--- config.mk ---
export PLATFORM = sky130hd
export DESIGN_NAME = goldschmidt_ctrl
export DESIGN_NICKNAME = d
export VERILOG_FILES = /design/src/rtl/goldschmidt_ctrl.sv
export SDC_FILE = /design/constraint.sdc
export NUM_CORES = 1
export LEC_CHECK = 0
export CORE_ASPECT_RATIO = 0.6
export CORE_MARGIN = 2
export CORE_UTILIZATION = 40
export CTS_BUF_LIST = sky130_fd_sc_hd__clkbuf_2
export CTS_CLUSTER_SIZE = 25
export DETAILED_ROUTE_END_ITERATION = 7
export SYNTH_ARGS = -nofsm -noshare
export SYNTH_HDL_FRONTEND = slang
export SYNTH_SLANG_ARGS = --single-unit
--- constraint.sdc ---
create_clock -name clk -period 6.5 [get_ports clk]
set_input_delay 1.3 -clock clk [delete_from_list [all_inputs] [get_ports clk]]
set_output_delay 1.3 -clock clk [all_outputs]
set_load 0.03 [all_outputs]
--- src/rtl/goldschmidt_ctrl.sv ---
// ============================================================================
// Module   : goldschmidt_ctrl
// Purpose  : Start/done sequencer for the Goldschmidt divide / square-root
//            datapath: operand-mux selects and N/D/K/QD register enables.
// Revision : 1.0 - initial release
// ============================================================================
`timescale 1ns/1ps
`default_nettype none

module goldschmidt_ctrl #(
  parameter int DIV_ITERS  = 5,
  parameter int SQRT_ITERS = 4
) (
  input  logic       clk,
  input  logic       reset_n,
  input  logic       start,
  input  logic [1:0] op,
  input  logic       abort,
  output logic [1:0] op_q,
  output logic [1:0] sA,
  output logic [1:0] sB,
  output logic       selBA,
  output logic       enableN,
  output logic       enableD,
  output logic       enableK,
  output logic       enableQD,
  output logic       busy,
  output logic       done
);

  localparam int L_DIV  = 2 * DIV_ITERS + 2;
  localparam int L_SQRT = 3 * SQRT_ITERS + 4;
  localparam int L_MAX  = (L_DIV > L_SQRT) ? L_DIV : L_SQRT;
  localparam int CNT_W  = $clog2(L_MAX);

  localparam logic [CNT_W-1:0] C_ONE           = CNT_W'(1);
  localparam logic [CNT_W-1:0] C_TWO           = CNT_W'(2);
  localparam logic [CNT_W-1:0] C_THREE         = CNT_W'(3);
  localparam logic [CNT_W-1:0] C_DIV_LOOP_END  = CNT_W'(2 * DIV_ITERS);
  localparam logic [CNT_W-1:0] C_DIV_LAST      = CNT_W'(L_DIV - 1);
  localparam logic [CNT_W-1:0] C_SQRT_LOOP_END = CNT_W'(3 * SQRT_ITERS + 2);
  localparam logic [CNT_W-1:0] C_SQRT_LAST     = CNT_W'(L_SQRT - 1);

  typedef enum logic [1:0] {
    S_IDLE = 2'd0,
    S_RUN  = 2'd1,
    S_DONE = 2'd2
  } state_t;

  state_t           r_state;
  state_t           w_state_nxt;
  logic [CNT_W-1:0] r_cnt;
  logic [CNT_W-1:0] w_cnt_nxt;
  logic [1:0]       r_op;
  logic [1:0]       w_op_nxt;
  logic             w_is_div;
  logic [CNT_W-1:0] w_last;
  logic [CNT_W-1:0] w_rel;
  logic [CNT_W-1:0] w_phase;

  assign w_is_div = (r_op == 2'b00);
  assign w_last   = w_is_div ? C_DIV_LAST : C_SQRT_LAST;
  // Position inside the N / K(square) / DK triple of the sqrt refinement loop.
  assign w_rel    = r_cnt - C_THREE;
  assign w_phase  = w_rel % C_THREE;
  assign op_q     = r_op;

  always_ff @(posedge clk or negedge reset_n) begin
    if (!reset_n) begin
      r_state <= S_IDLE;
      r_cnt   <= '0;
      r_op    <= 2'b00;
    end else begin
      r_state <= w_state_nxt;
      r_cnt   <= w_cnt_nxt;
      r_op    <= w_op_nxt;
    end
  end

  always_comb begin
    w_state_nxt = r_state;
    w_cnt_nxt   = r_cnt;
    w_op_nxt    = r_op;
    sA          = 2'd0;
    sB          = 2'd0;
    selBA       = 1'b0;
    enableN     = 1'b0;
    enableD     = 1'b0;
    enableK     = 1'b0;
    enableQD    = 1'b0;
    busy        = 1'b0;
    done        = 1'b0;

    case (r_state)
      S_IDLE: begin
        if (!abort && start) begin
          w_state_nxt = S_RUN;
          w_cnt_nxt   = '0;
          w_op_nxt    = op;
        end
      end

      S_RUN: begin
        busy = 1'b1;
        if (abort) begin
          w_state_nxt = S_IDLE;
        end else if (r_cnt == w_last) begin
          w_state_nxt = S_DONE;
        end else begin
          w_cnt_nxt = r_cnt + C_ONE;
        end

        if (w_is_div) begin
          if (r_cnt == '0) begin
            enableN = 1'b1;
          end else if (r_cnt == C_ONE) begin
            sB      = 2'd1;
            enableD = 1'b1;
            enableK = 1'b1;
          end else if (r_cnt <= C_DIV_LOOP_END) begin
            sA = 2'd1;
            if (!r_cnt[0]) begin
              sB      = 2'd2;
              enableN = 1'b1;
            end else begin
              sB      = 2'd3;
              enableD = 1'b1;
              enableK = 1'b1;
            end
          end else if (r_cnt == C_DIV_LAST) begin
            // Remainder step: A = n against B = d0.
            sA       = 2'd2;
            sB       = 2'd1;
            enableQD = 1'b1;
          end
        end else begin
          if (r_cnt == '0) begin
            enableN = 1'b1;
          end else if (r_cnt == C_ONE) begin
            selBA   = 1'b1;
            enableK = 1'b1;
          end else if (r_cnt == C_TWO) begin
            sA      = 2'd1;
            enableD = 1'b1;
            enableK = 1'b1;
          end else if (r_cnt <= C_SQRT_LOOP_END) begin
            sA = 2'd1;
            if (w_phase == '0) begin
              sB      = 2'd2;
              enableN = 1'b1;
            end else if (w_phase == C_ONE) begin
              selBA   = 1'b1;
              enableK = 1'b1;
            end else begin
              sB      = 2'd3;
              enableD = 1'b1;
              enableK = 1'b1;
            end
          end else if (r_cnt == C_SQRT_LAST) begin
            sA      = 2'd1;
            sB      = 2'd2;
            enableN = 1'b1;
          end
        end
      end

      S_DONE: begin
        // A same-cycle abort cancels the completion report as well as any restart.
        done = !abort;
        if (!abort && start) begin
          w_state_nxt = S_RUN;
          w_cnt_nxt   = '0;
          w_op_nxt    = op;
        end else begin
          w_state_nxt = S_IDLE;
        end
      end

      default: begin
        w_state_nxt = S_IDLE;
      end
    endcase
  end

endmodule

`default_nettype wire

==> flow_summary.ini <==
[cells_and_area]
fin_util_pct = 52.92
layout.nets = 184
fin_cells = 200
area_growth_pct = 20.79
diodes = 0
drive_gt1_share_pct = 11.31

[timing]
tightestPinTransition_ns = 0.5783
finalHoldViolations = 0
period_needed_ns = 6.122
fmax_mhz = 163.3
finalCritPeriodShare_pct = 94.18
tns_ns = 0
finalSetupViolCount = 0
rsz0062_at_grt = false
slew_headroom_pct = 61.45
clock_skew_ns = 0.006526
maxSlewViolCount = 0

[floorplanning]
die_w_um = 73.03
die_area_mm2 = 0.003317
start_util_pct = 43.82
pin_count = 19
core_mm2 = 0.002610
rows = 14
die_h_um = 45.42

[route]
first_pass_iters = 4
postRouteAntennaNets = 0
first_iter_violations = 61
post-route-drc-count = 0
viasPerCell = 5.965
wl_per_cell_um = 15.04
route.vias.total = 1193
wl_um = 3007

[yosys]
synth-async-reset-ratio_pct = 100.0
syn_inst = 151
ys_warn_count = 0
ys_top_cells_by_count = 18 x nand2_1, 14 x nor2_1, 9 x inv_1
ys_ff_latch = 8
synth_area_mm2 = 0.001144
synth_largest_area_cell = dfrtp_1
synth_nets = 165
syn_avg_cell_area_um2 = 7.573
synth_cell_types = 55
netlist.area_leader.share_pct = 17.51
synth_edf_count = 0
synthTopCellsByArea = dfrtp_1 18%, ha_1 8.8%, nand2_1 5.9%
synth_flop_cell = dfrtp_1
synth_most_common_cell = nand2_1
seq_area_frac_synth_pct = 17.51

[placed_design]
dp.cells = 197
port_buffers = 18
gp_congestion = 0.8929
hpwlAfterDp_um = 2328

[global_routing]
grt-ovfl-total = 0
grt_max_degree = 18
track_usage_pct = 19.59
grt_pass1_wl_um = 5023
antenna_found_initial = 0
grt_pass1_vias = 1057

[critical_path]
cp_num_buf_inv = 3
worstPathCellList = ha_4 > and4bb_4 > a21o_1 > nand2_1 > o21ai_0 > ha_1 > inv_1 > ha_1 > inv_1 > a2111oi_4 > a22o_1 > nor2_1 > ha_1 > nor3b_1 > o32ai_2 > a21oi_2 > a31oi_1 > a211oi_1 > clkdlybuf4s50_1
cp_top_family = compound AO/OA/AOI/OAI gates
crit_top_cell = ha_1
r2r_slack_ns = 4.53
crit_arrival_ns = 4.82
crit_type = reg2out
cp_slowest_cell = clkdlybuf4s50_1
slowest_delay_ns = 0.71
cp_max_fo = 14
crit_required_ns = 5.20
crit_path_end_kind = primary output
start_kind = flip-flop

[power]
leakagePower_uw = 0.0005588
powerDensity_mw_per_mm2 = 281.2
ir_drop_mv = 0.1335

[cts]
cts_buffers = 3
htree_levels = 1
post_cts_buffers = 0
cts_buffer_depth = 2
clock-root-buffer = clkbuf_2
path_clk_slew_ns = 0.08
cts-hold-fix-buffers = 0
cts_tree = yes
worstSkewPairLatency_ns = 0.23
cts.sinks = 8

[run_status]
outcome = completed

[flow_run]
drv_cap = 0

[min_path]
hold_class = reg2reg
[routing by layer]
metal	vias up	share of wire, %	track usage [%]
met5	-	0	0
met4	0	0.47	4.074
met2	49	38	26.31
met1	549	54	30.96
li1	593	-	-
met3	2	7.8	4.646
[layout make-up]
cell class | count | area [um^2]
Multi-Input combinational cell | 125 | 884.6
Tap cell | 32 | 40.04
Timing Repair Buffer | 21 | 200.2
Sequential cell | 8 | 200.2
Inverter | 11 | 41.29
Clock buffer | 3 | 15.01
Fill cell | 248 | 1229
[power breakdown]
| part | switching [uW] | internal [uW] | leakage (uW) | total, uW |
|---|---|---|---|---|
| Combinational | 171 | 120 | 0.000442 | 291 |
| Clock | 16.3 | 12.6 | 0.0000125 | 28.9 |
| Sequential | 12.5 | 56.2 | 0.000104 | 68.7 |
[cells in the final DEF, fill, tap and decap left out, types with 4 or more instances in the layout]
cell type         n
nand2_1          18
nor2b_1           4
ha_1              7
o21ai_1           4
dfrtp_1           8
buf_4             4
nor3_1            5
a21oi_1           8
inv_1             9
nor2_1           14
clkdlybuf4s50_1  17
nor3b_1           4
[path summary, 6_finish.rpt]
kind,to,startpoint,cells after the start
hold / removal,op_q[0],op_q[0],1
max in group asynchronous,r_cnt[2],reset_n,1
hold reg to reg,op_q[0],op_q[0],1
min in group asynchronous,r_state[1],reset_n,1
setup reg to reg,r_cnt[3],op_q[1],7
setup / recovery,sB[0],r_cnt[1],19
[state kept, by name, indices dropped and copies added, names as in the netlist]
name / flops
r_cnt: 4
r_state: 2
op_q: 2
[what timing repair did]
action,in CTS,in global routing
resized for setup,0,2
endpoints found under the setup margin,0,6
endpoints found under the hold margin,0,0
[stage by stage]
stage	setup WS, ns	power [uW]	area (um^2)	hold WS, ns
2_1_floorplan	0.7203	280.4	1144	0.5324
3_3_place_gp	0.6061	350.2	1354	0.5372
3_5_place_dp	0.4915	353.0	1354	0.5471
4_1_cts	0.1880	383.6	1369	0.5637
5_1_grt	0.01876	421.7	1381	0.5906
6_report	0.3781	388.4	1381	0.5617
[logic make-up (layout without fill, tap and decap cells)]
group                    after synthesis  in the layout  synth area share, %
adder cells (fa/ha/maj)                8              8                8.753
multiplexers                           3              3                2.954
buffers and inverters                 18             35                6.236
flip-flops                             8              8                17.51
AND/OR/NAND/NOR                       65             65                30.85
XOR/XNOR                               2              2                1.532
AO/OA/AOI/OAI                         47             47                32.17
Note: power is estimated with default switching activity, not from simulation.
